<file path="src/rtl/pipe_hazard_ctrl.sv">
// pipe_hazard_ctrl: hazard controller for the 5-stage pipeline. Sequences
// load-use stalls, branch flushes and data-memory wait freezes across the
// IF/ID, ID/EX and EX/MEM registers, and selects EX-stage ALU operand
// forwarding from the MEM and WB stages.
// Optional feature: define HAZ_PERF_CNT_EN to add the saturating StallCount
// and FlushCount performance counters.
module pipe_hazard_ctrl #(
  parameter int FLUSH_CYCLES = 1,   // total flushed cycles per taken branch, 1..3
  parameter int MEM_TIMEOUT  = 15   // busy cycles before MemTimeout sets, 1..15
) (
  input  logic        clk,
  input  logic        rst_n,
  input  logic [4:0]  ID_rs,
  input  logic [4:0]  ID_rt,
  input  logic        ID_UsesRt,
  input  logic        EX_MemRead,
  input  logic [4:0]  EX_RegisterRd,
  input  logic [4:0]  EX_rs,
  input  logic [4:0]  EX_rt,
  input  logic        MEM_RegWrite,
  input  logic [4:0]  MEM_RegisterRd,
  input  logic        WB_RegWrite,
  input  logic [4:0]  WB_RegisterRd,
  input  logic        BranchTaken,
  input  logic        MemBusy,
  output logic        PCWrite,
  output logic        IFID_Write,
  output logic        IFID_Flush,
  output logic        IDEX_Bubble,
  output logic        EXMEM_Hold,
  output logic [1:0]  ForwardA,
  output logic [1:0]  ForwardB,
  output logic        MemTimeout
`ifdef HAZ_PERF_CNT_EN
  ,
  output logic [15:0] StallCount,
  output logic [15:0] FlushCount
`endif
);

  typedef enum logic [1:0] {RUN, LDUSE, MEMWAIT, FLUSH} state_t;

  // Flush cycles still owed after the branch cycle itself.
  localparam logic [1:0] FLUSH_RELOAD = 2'(FLUSH_CYCLES - 1);
  // Busy-counter value seen during the MEM_TIMEOUT-th consecutive busy cycle.
  localparam logic [3:0] TIMEOUT_LAST = 4'(MEM_TIMEOUT - 1);

  state_t     state, nextState;
  state_t     savedState, nextSaved;
  state_t     effState;
  logic [1:0] flushCnt, nextFlushCnt;
  logic [3:0] busyCnt;
  logic       timeoutFlag;
  logic       loadUse;

  // MEM forward wins over WB; register 0 never forwards.
  function automatic logic [1:0] fwdSel(
    input logic [4:0] src,
    input logic       memWr,
    input logic [4:0] memRd,
    input logic       wbWr,
    input logic [4:0] wbRd
  );
    logic [1:0] sel;
    sel = 2'b00;
    if (memWr && (memRd != 5'd0) && (memRd == src))
      sel = 2'b10;
    else if (wbWr && (wbRd != 5'd0) && (wbRd == src))
      sel = 2'b01;
    return sel;
  endfunction

  assign loadUse = EX_MemRead && (EX_RegisterRd != 5'd0) &&
                   ((EX_RegisterRd == ID_rs) ||
                    (ID_UsesRt && (EX_RegisterRd == ID_rt)));

  // Next-state and pipeline control; MemBusy > BranchTaken > load-use.
  always_comb begin
    // NOTE: every output and next-state value is defaulted first so no path
    // through the case leaves one unassigned and no latch is inferred.
    PCWrite      = 1'b1;
    IFID_Write   = 1'b1;
    IFID_Flush   = 1'b0;
    IDEX_Bubble  = 1'b0;
    EXMEM_Hold   = 1'b0;
    nextState    = state;
    nextSaved    = savedState;
    nextFlushCnt = flushCnt;
    // While waiting on memory, the interrupted state's behaviour resumes
    // in the cycle MemBusy drops.
    effState     = (state == MEMWAIT) ? savedState : state;

    if (MemBusy) begin
      PCWrite    = 1'b0;
      IFID_Write = 1'b0;
      EXMEM_Hold = 1'b1;
      nextState  = MEMWAIT;
      if (state != MEMWAIT)
        nextSaved = state;
    end else begin
      case (effState)
        RUN, LDUSE: begin
          if (BranchTaken) begin
            IFID_Flush   = 1'b1;
            IDEX_Bubble  = 1'b1;
            nextFlushCnt = FLUSH_RELOAD;
            nextState    = (FLUSH_RELOAD != 2'd0) ? FLUSH : RUN;
          end else if ((effState == RUN) && loadUse) begin
            PCWrite     = 1'b0;
            IFID_Write  = 1'b0;
            IDEX_Bubble = 1'b1;
            nextState   = LDUSE;
          end else begin
            nextState = RUN;
          end
        end
        FLUSH: begin
          IFID_Flush  = 1'b1;
          IDEX_Bubble = 1'b1;
          if (BranchTaken) begin
            // A new branch restarts the count, this cycle being its first.
            nextFlushCnt = FLUSH_RELOAD;
            nextState    = (FLUSH_RELOAD != 2'd0) ? FLUSH : RUN;
          end else begin
            nextFlushCnt = flushCnt - 2'd1;
            nextState    = (flushCnt <= 2'd1) ? RUN : FLUSH;
          end
        end
        default: nextState = RUN;
      endcase
    end

    MemTimeout = timeoutFlag || (MemBusy && (busyCnt >= TIMEOUT_LAST));

    // Outputs show their reset values for as long as reset is held.
    if (!rst_n) begin
      PCWrite     = 1'b1;
      IFID_Write  = 1'b1;
      IFID_Flush  = 1'b0;
      IDEX_Bubble = 1'b0;
      EXMEM_Hold  = 1'b0;
      MemTimeout  = 1'b0;
    end
  end

  // Operand forwarding, valid in every state.
  always_comb begin
    ForwardA = 2'b00;
    ForwardB = 2'b00;
    if (rst_n) begin
      ForwardA = fwdSel(EX_rs, MEM_RegWrite, MEM_RegisterRd, WB_RegWrite, WB_RegisterRd);
      ForwardB = fwdSel(EX_rt, MEM_RegWrite, MEM_RegisterRd, WB_RegWrite, WB_RegisterRd);
    end
  end

  // State, resume-state and flush-count registers.
  always_ff @(posedge clk or negedge rst_n) begin
    // NOTE: sequential state uses non-blocking assignments so every flop
    // samples the pre-edge values and updates together.
    if (!rst_n) begin
      state      <= RUN;
      savedState <= RUN;
      flushCnt   <= '0;
    end else begin
      state      <= nextState;
      savedState <= nextSaved;
      flushCnt   <= nextFlushCnt;
    end
  end

  // Consecutive-busy counter and sticky timeout flag.
  always_ff @(posedge clk or negedge rst_n) begin
    if (!rst_n) begin
      busyCnt     <= '0;
      timeoutFlag <= 1'b0;
    end else if (MemBusy) begin
      if (busyCnt != 4'hF)
        busyCnt <= busyCnt + 4'd1;
      if (busyCnt >= TIMEOUT_LAST)
        timeoutFlag <= 1'b1;
    end else begin
      busyCnt <= '0;
    end
  end

`ifdef HAZ_PERF_CNT_EN
  // Saturating counts of stalled-PC cycles and IF/ID flush cycles.
  always_ff @(posedge clk or negedge rst_n) begin
    if (!rst_n) begin
      StallCount <= '0;
      FlushCount <= '0;
    end else begin
      if (!PCWrite && (StallCount != 16'hFFFF))
        StallCount <= StallCount + 16'd1;
      if (IFID_Flush && (FlushCount != 16'hFFFF))
        FlushCount <= FlushCount + 16'd1;
    end
  end
`endif

endmodule
</file>
<file path="config.mk">
export PLATFORM = sky130hd
export DESIGN_NAME = pipe_hazard_ctrl
export DESIGN_NICKNAME = d
export VERILOG_FILES = /design/src/rtl/pipe_hazard_ctrl.sv
export SDC_FILE = /design/constraint.sdc
export NUM_CORES = 1
export LEC_CHECK = 0
export CAP_MARGIN = 20
export CORE_MARGIN = 3
export CORE_UTILIZATION = 39
export DETAILED_ROUTE_END_ITERATION = 7
export GPL_TIMING_DRIVEN = 0
export PLACE_DENSITY = 0.83
export RECOVER_POWER = 50
export SKIP_LAST_GASP = 1
export SLEW_MARGIN = 20
export SYNTH_ARGS = -nofsm -noshare
export SYNTH_HDL_FRONTEND = slang
export SYNTH_SLANG_ARGS = --single-unit
</file>
<file path="constraint.sdc">
create_clock -name clk -period 2 [get_ports clk]
set_clock_uncertainty 0.2 [all_clocks]
set_input_delay 0.3 -clock clk [delete_from_list [all_inputs] [get_ports clk]]
set_output_delay 0.3 -clock clk [all_outputs]
set_load 0.05 [all_outputs]
</file>
==> metrics.txt <==
GRT Overall Usage=23.2%; Die X=56.5 um; Sequential Power Share=33.7%; Comb power frac=43.6%; largest net degree at the start of global routing=12; Final Wtd Congestion=0.836; Hold Slack=246 ps; floorplan row count=17; setup violators final=8; mux share of post-synthesis cell area=0%; total CTS buffers=3; WP data required=1500 ps; Crit Path Max Fanout=3; critical path class=primary input to primary output; Syn Nets=160; Mean Syn Cell Area=8.71 um^2; failing checks=negative setup slack; DPL Wire Length=2520 um; global-route wire length before repair=5770 um; clock share of power=22.6%; Die ar.=3190 um^2; Post-Synth XOR/XNOR Area=27.3%; layout cell share with drive strength beyond 1=44.9%; sw power=239 uW; Max Cap Viol=0; CTS Buffer Depth=2; leakage=0.000877 uW; drt total wl=3670 um; final worst slack=-312 ps; design area=1880 um^2; vias in the first global route=1264; Final Power=697 uW; register area share after synthesis=27.7%; Peak Freq=0.433 GHz; vias=1153; Period minus WS final=2310 ps; wire per inst=17.1 um; Placed Instance Area=1590 um^2; IO Pins=53; final hold vios=0; Initial DRT Pass Iterations=4; Internal=458 uW; number of vias per cell=5.36; Remaining Overflow, GRT=0; relative slew slack=64.3%; Post-route DRC=0; CORE AREA=2320 um^2; Max Transition Viols Final=0; Post-Synth Adder-Cell Area=3.78%; Root Driver=clkbuf_4; outcome=finished, violations left; Sw Ratio=34.3%; clk sinks=11; initial antenna violation count=0; die height=56.5 um; H-tree levels=1; number of distinct library cells after synthesis=32; Initial Util=42.8%; CP endpoint kind=primary output; clock latency on the worst-skew pair=270 ps; Tightest Pin Transition=534 ps; Layout Cells excl Fill=215; Hold Crit Class=primary input to register; Placed Instances=193; largest family of logic cells by synthesized area=XOR/XNOR gates; synthesis-to-layout area growth=89.5%; CP arrival=1810 ps; Antenna Cells=0; initial drt markers=17; post-place setup slack=-1610 ps; nets=234; count of input and output buffers=51; Worst-path clk slew=70 ps; DRT antenna net count=0; Synth Area in Compound Gates=15.7%; pwr dens=370 nW/um^2; setup repair after global routing missed its margin=yes; FF+latch count, synth=11; simple-gate share of the synthesized area=20.2%; TritonCTS clock tree=yes; Max rail drop VDD=335 uV; Startpoint Class=primary input; Cells after Synth=114; final worst-path cycle share=116%; yosys warns=0; Mapped Area=993 um^2
[flip-flops by register name (all words and copies together) (netlist names)]
signal / flops
state: 2
savedState: 2
timeoutFlag: 1
flushCnt: 2
busyCnt: 4
[layer usage]
metal	global-route usage, %	routed length [um]	share of wire [%]
met5	0	0	0
met4	11.5	112	3.1
met3	5.52	236	6.4
met2	42.2	2040	56
met1	24.4	1270	35
[cells in the mapped netlist, drive strengths merged]
| library cell | instances | share of area [%] |
|---|---|---|
| a211oi | 2 | 1.5 |
| a21o | 1 | 0.76 |
| a21oi | 3 | 1.5 |
| a221oi | 1 | 0.88 |
| a31oi | 1 | 0.63 |
| a32oi | 1 | 0.88 |
| and2 | 4 | 2.8 |
| buf | 1 | 0.76 |
| clkbuf | 1 | 0.38 |
| dfrtp | 11 | 28 |
| ha | 3 | 3.8 |
| inv | 11 | 4.2 |
| nand2 | 3 | 1.1 |
| nand2b | 1 | 0.63 |
| nand3 | 6 | 3.0 |
| nand3b | 1 | 0.76 |
| nor2 | 4 | 1.5 |
| nor3 | 3 | 1.5 |
| nor4 | 5 | 4.4 |
| o2111ai | 2 | 1.8 |
| o211ai | 1 | 0.76 |
| o21ai | 8 | 4.4 |
| o22ai | 1 | 0.63 |
| o41a | 1 | 1.1 |
| o41ai | 1 | 0.88 |
| or3 | 1 | 0.63 |
| or4 | 5 | 3.8 |
| xnor2 | 8 | 7.1 |
| xor2 | 23 | 20 |
[final cells by class]
class,instances,area (um^2)
fill,155,435
tap,28,35.0
buffer,2,15.0
multi-input combinational,90,862
timing repair buffer,69,628
inverter,11,41.3
clock buffer,4,26.3
sequential,11,275
[through the flow]
step	setup TNS [ps]	utilization, %
floorplan	-619	-
global placement	-12090	68.7
detailed placement	-12340	68.7
CTS	-1330	76.1
global route	-1810	81.2
finish	-1260	81.2
[critical path: stages]
cell,delay [ps]
buf_8,100
xor2_2,160
nor4_2,330
a32oi_2,190
o41a_4,450
buf_6,120
buf_8,140
[placed cells by master, fill, tap and decap left out, types with 4 or more instances in the layout]
master / netlist / layout
buf_6: 0 / 13
nand3_1: 6 / 5
buf_4: 1 / 15
o21ai_0: 7 / 5
nor2_1: 4 / 4
buf_2: 0 / 7
xnor2_2: 0 / 4
buf_8: 0 / 9
clkbuf_2: 0 / 7
xor2_1: 23 / 22
nor4_4: 0 / 4
xnor2_1: 8 / 4
and2_4: 0 / 4
dlygate4sd2_1: 0 / 11
inv_1: 11 / 11
dfrtp_1: 11 / 11
[power by group through the flow]
stage	clock network [uW]	registers, uW	logic, uW
finish	158	235	304
detailed placement	0	242	247
floorplan	0	240	112
global route	175	236	327
global placement	0	241	239
CTS	159	235	269
[worst paths after layout]
kind	from	to	slack, ps	cells after the start
min	MemBusy	savedState[1]	250	2
max in group asynchronous	rst_n	busyCnt[3]	830	2
min reg2reg	timeoutFlag	timeoutFlag	290	1
max	EX_RegisterRd[2]	PCWrite	-310	7
max reg2reg	savedState[1]	state[0]	240	6
min in group asynchronous	rst_n	state[0]	420	2
[kinds of logic after synthesis]
family | count (synthesis)
XOR/XNOR | 31
buffers and inverters | 13
AO/OA/AOI/OAI | 23
adder cells (fa/ha/maj) | 3
flip-flops | 11
AND/OR/NAND/NOR | 33
[repair_timing]
action,in CTS,in global routing
resized for setup,178,59
setup endpoints to repair,11,9
setup buffers,10,7
hold buffers,1,0
hold endpoints to repair,11,0
pin swaps,23,26
Power figures use the tool's default switching activity.
==> variant 1, RTL diff (config.mk and constraints unchanged) <==
Re-encode `state_t` (4 states) as one-hot, 4 bits wide.
--- a/src/rtl/pipe_hazard_ctrl.sv
+++ b/src/rtl/pipe_hazard_ctrl.sv
@@ -40,3 +40,3 @@
 
-  typedef enum logic [1:0] {RUN, LDUSE, MEMWAIT, FLUSH} state_t;
+  typedef enum logic [3:0] {RUN = 4'b0001, LDUSE = 4'b0010, MEMWAIT = 4'b0100, FLUSH = 4'b1000} state_t;
 
Function: same outputs for any inputs over 10 cycles, from zero or initial values and one cycle with rst_n low; not proved beyond that.
==> variant 1 against the original RTL <==
Cell count grew 19%. Wire length rose by 22%. Non-clock buffer count grew 4. Design area increased by 16%. The run still ends with negative setup slack left. Via count is 24% higher. Maximum frequency is 8.6% lower. Power rose by 54%. Die area grew 23%. Sequential cell count grew 4. Worst setup slack got worse by 0.22 ns. Hold slack worse by 0.092 ns. Synthesized area rose by 25%.
==> variant 1: results (changes against the original RTL) <==
[run_status]
outcome = complete, but fails checks  ; unchanged
failed_checks = negative setup slack  ; unchanged

[global_route]
groute.layer.met3.usage_pct = 4.137  ; was 5.517%
global_route.usage.met1_pct = 24.33  ; was 24.37%

[placed_design]
place.gp.congestion = 0.8219  ; was 0.8364
place.port_buffers = 52  ; was 51
place.detailed.hpwl_mm = 3.065  ; was 2.522 mm

[detailed_routing]
wl_met3_um = 241  ; was 236 um

[clock_network]
worstSkewPairLatency_ns = 0.29  ; was 0.27 ns
clk_pin_slew_worst_paths_ns = 0.09  ; was 0.07 ns

[synthesis]
ys_top_cells_by_area = sky130_fd_sc_hd__dfrtp_1 (26%), sky130_fd_sc_hd__xnor2_1 (13%), sky130_fd_sc_hd__xor2_1 (9.1%)  ; was sky130_fd_sc_hd__dfrtp_1 (28%), sky130_fd_sc_hd__xor2_1 (20%), sky130_fd_sc_hd__xnor2_1 (7.1%)
synthCells = 139  ; was 114
synth_xor_xnor_area_share_pct = 22.49  ; was 27.33%
synth.most_common_cell = sky130_fd_sc_hd__xnor2_1  ; was sky130_fd_sc_hd__xor2_1
netlist_top_cells_count = sky130_fd_sc_hd__xnor2_1 (19), sky130_fd_sc_hd__dfrtp_1 (13), sky130_fd_sc_hd__xor2_1 (13)  ; was sky130_fd_sc_hd__xor2_1 (23), sky130_fd_sc_hd__dfrtp_1 (11), sky130_fd_sc_hd__inv_1 (11)

[sta]
maxSlewHeadroom_pct = 58.14  ; was 64.31%
final_critical_path_setup_slack_ns = -0.5306  ; was -0.3119 ns
finalSetupViolations = 12  ; was 8

[critical_path]
reg2reg_setup_slack_ns = -0.04  ; was 0.24 ns
startpoint = savedState[2]  ; was EX_RegisterRd[2]
arrival_ns = 2.03  ; was 1.81 ns
crit_slowest_cell = sky130_fd_sc_hd__dfrtp_1  ; was sky130_fd_sc_hd__o41a_4
r2r.worst_path.cells = 7  ; was 6
cpPeakStageDelay_ns = 0.43  ; was 0.45 ns
timing.rr.end = flushCnt[0]  ; was state[0]

[layout]
drive_gt1_share_pct = 32.71  ; was 44.92%

[power]
switching_component_of_the_power_mw = 0.3874  ; was 0.2392 mW
p_comb_mw = 0.503  ; was 0.304 mW

variant 1: timing repair:
action                                  in CTS  in global routing
buffers inserted                            13                  5
endpoints found under the hold margin       13                  0
pin swaps                                   13                  8
endpoints found under the setup margin      10                 10
gates resized for setup                    138                 13
hold buffers                                 2                  0
variant 1: layout make-up:
class / instances / area [um^2]
buffer: 3 / 43.79
clock buffer: 4 / 26.28
fill: 207 / 719.4
inverter: 5 / 18.77
multi-input combinational: 115 / 1005
sequential: 15 / 380.4
tap: 42 / 52.55
timing repair buffer: 72 / 654.4
variant 1: through the flow:
step	TNS [ns]	setup slack [ns]	power (mW)	cell area [um^2]	hold WS [ns]
floorplan	-0.3930	-0.1559	0.6300	1336	-0.1956
global placement	-12.85	-1.864	0.7783	1909	0.2430
detailed placement	-13.45	-1.897	0.8054	1909	0.2488
CTS	-2.443	-0.5084	1.024	2106	0.2701
global route	-3.470	-0.6455	1.129	2181	0.1660
finish	-2.513	-0.5306	1.071	2181	0.1537
==> variant 2, RTL diff (config.mk and constraints unchanged) <==
Made on the original files. Add a define of `HAZ_PERF_CNT_EN`.
--- a/src/rtl/pipe_hazard_ctrl.sv
+++ b/src/rtl/pipe_hazard_ctrl.sv
@@ -6,2 +6,4 @@
 // and FlushCount performance counters.
+`define HAZ_PERF_CNT_EN
+
 module pipe_hazard_ctrl #(
Function (old outputs only; new: FlushCount and StallCount): kept (equiv_simple and equiv_induct, registers matched by name and starting in step).
==> variant 2 against the original RTL <==
The run still ends with negative setup slack left. Non-clock buffer count is 52 higher. Power rose to 4.2 times the old value. Wire length up 93%. Worst setup slack got worse by 0.035 ns. Synthesized area grew to 2.5 times the old value. Die area is 130% higher. Sequential cell count up 32. Design area rose by 120%.
==> variant 2: results (changes against the original RTL) <==
[run_status]
outcome = complete, but fails checks  ; unchanged
failed_checks = negative setup slack  ; unchanged

[detailed_routing]
drt-met1-wl_mm = 2.793  ; was 1.274 mm
met2WireLength_mm = 3.543  ; was 2.041 mm
vias_per_cell = 5.332  ; was 5.363
wl_per_cell_um = 15.73  ; was 17.05 um
wl_met3_um = 628  ; was 236 um

[layout]
drive_gt1_share_pct = 41.18  ; was 44.92%
final_area_um2 = 4149  ; was 1883 um^2
multi_input_combinational_area_share_pct = 41.59  ; was 45.78%
n_all_buffers = 123  ; was 71
number_of_fill_cells = 476  ; was 155
fin_cells = 449  ; was 215
area_share_clock_buf_inv_pct = 2.714  ; was 1.395%
multiInputCombCellCount = 189  ; was 90
clock_buffers = 5  ; was 4

[synthesis]
syn-mean-instance-area_um2 = 10.02  ; was 8.715 um^2
synth_xor_xnor_area_share_pct = 21.14  ; was 27.33%
synthDistinctLibCells = 39  ; was 32
mappedNetlistNets = 296  ; was 160
netlist_top_cells_count = sky130_fd_sc_hd__dfrtp_1 (43), sky130_fd_sc_hd__xnor2_1 (31), sky130_fd_sc_hd__xor2_1 (29)  ; was sky130_fd_sc_hd__xor2_1 (23), sky130_fd_sc_hd__dfrtp_1 (11), sky130_fd_sc_hd__inv_1 (11)
ys_top_cells_by_area = sky130_fd_sc_hd__dfrtp_1 (43%), sky130_fd_sc_hd__xnor2_1 (11%), sky130_fd_sc_hd__xor2_1 (10%)  ; was sky130_fd_sc_hd__dfrtp_1 (28%), sky130_fd_sc_hd__xor2_1 (20%), sky130_fd_sc_hd__xnor2_1 (7.1%)
yosys.area_share.adder_pct = 2.516  ; was 3.778%
ys_seq_elements = 43  ; was 11

[global_route]
groute.layer.met3.usage_pct = 6.148  ; was 5.517%
grt.met2_usage_pct = 33.90  ; was 42.24%
global_route.usage.met1_pct = 22.87  ; was 24.37%
grt_first_pass_wirelength_mm = 11.56  ; was 5.768 mm
grt_pass1_vias = 2536  ; was 1264

[clock_network]
post-cts-setup-buffers = 21  ; was 10
cts.repair.resized = 200  ; was 178
worstSkewPairLatency_ns = 0.30  ; was 0.27 ns
clk_root_buffer_cell = sky130_fd_sc_hd__clkbuf_8  ; was sky130_fd_sc_hd__clkbuf_4
htree_num_levels = 2  ; was 1

[sta]
finalSetupViolations = 39  ; was 8
final_critical_path_setup_slack_ns = -0.3470  ; was -0.3119 ns
maxSlewHeadroom_pct = 18.02  ; was 64.31%

[floorplan]
fp.coreArea_um2 = 6061  ; was 2318 um^2

[placed_design]
place.port_buffers = 83  ; was 51
dpl_worst_slack_ns = -1.511  ; was -1.610 ns

[power]
leakage_nw = 1.910  ; was 0.8771 nW
irDropWorstVdd_mv = 0.7598  ; was 0.3348 mV

[critical_path]
r2r.worst_path.cells = 8  ; was 6

-- variant 2: worst max-delay path, cell delays in order --
cell and delay (ns):
sky130_fd_sc_hd__buf_8 0.10, sky130_fd_sc_hd__xor2_2 0.16, sky130_fd_sc_hd__nor4_2 0.30, sky130_fd_sc_hd__a32oi_2 0.19, sky130_fd_sc_hd__o41ai_4 0.30, sky130_fd_sc_hd__buf_4 0.19
sky130_fd_sc_hd__inv_4 0.04, sky130_fd_sc_hd__buf_6 0.11, sky130_fd_sc_hd__buf_8 0.14
-- variant 2: path summary, 6_finish.rpt --
| path | end | slack [ns] |
|---|---|---|
| setup / recovery | PCWrite | -0.35 |
| hold / removal | savedState[1] | 0.16 |
| setup reg to reg | FlushCount[11] | -0.21 |
| hold reg to reg | FlushCount[9] | 0.27 |
| max in group asynchronous | StallCount[9] | 0.14 |
| min in group asynchronous | FlushCount[12] | 0.36 |
-- variant 2: power by group --
group          internal [mW]  switching, mW
logic                  0.410          0.674
clock network          0.372          0.319
registers              0.993          0.157
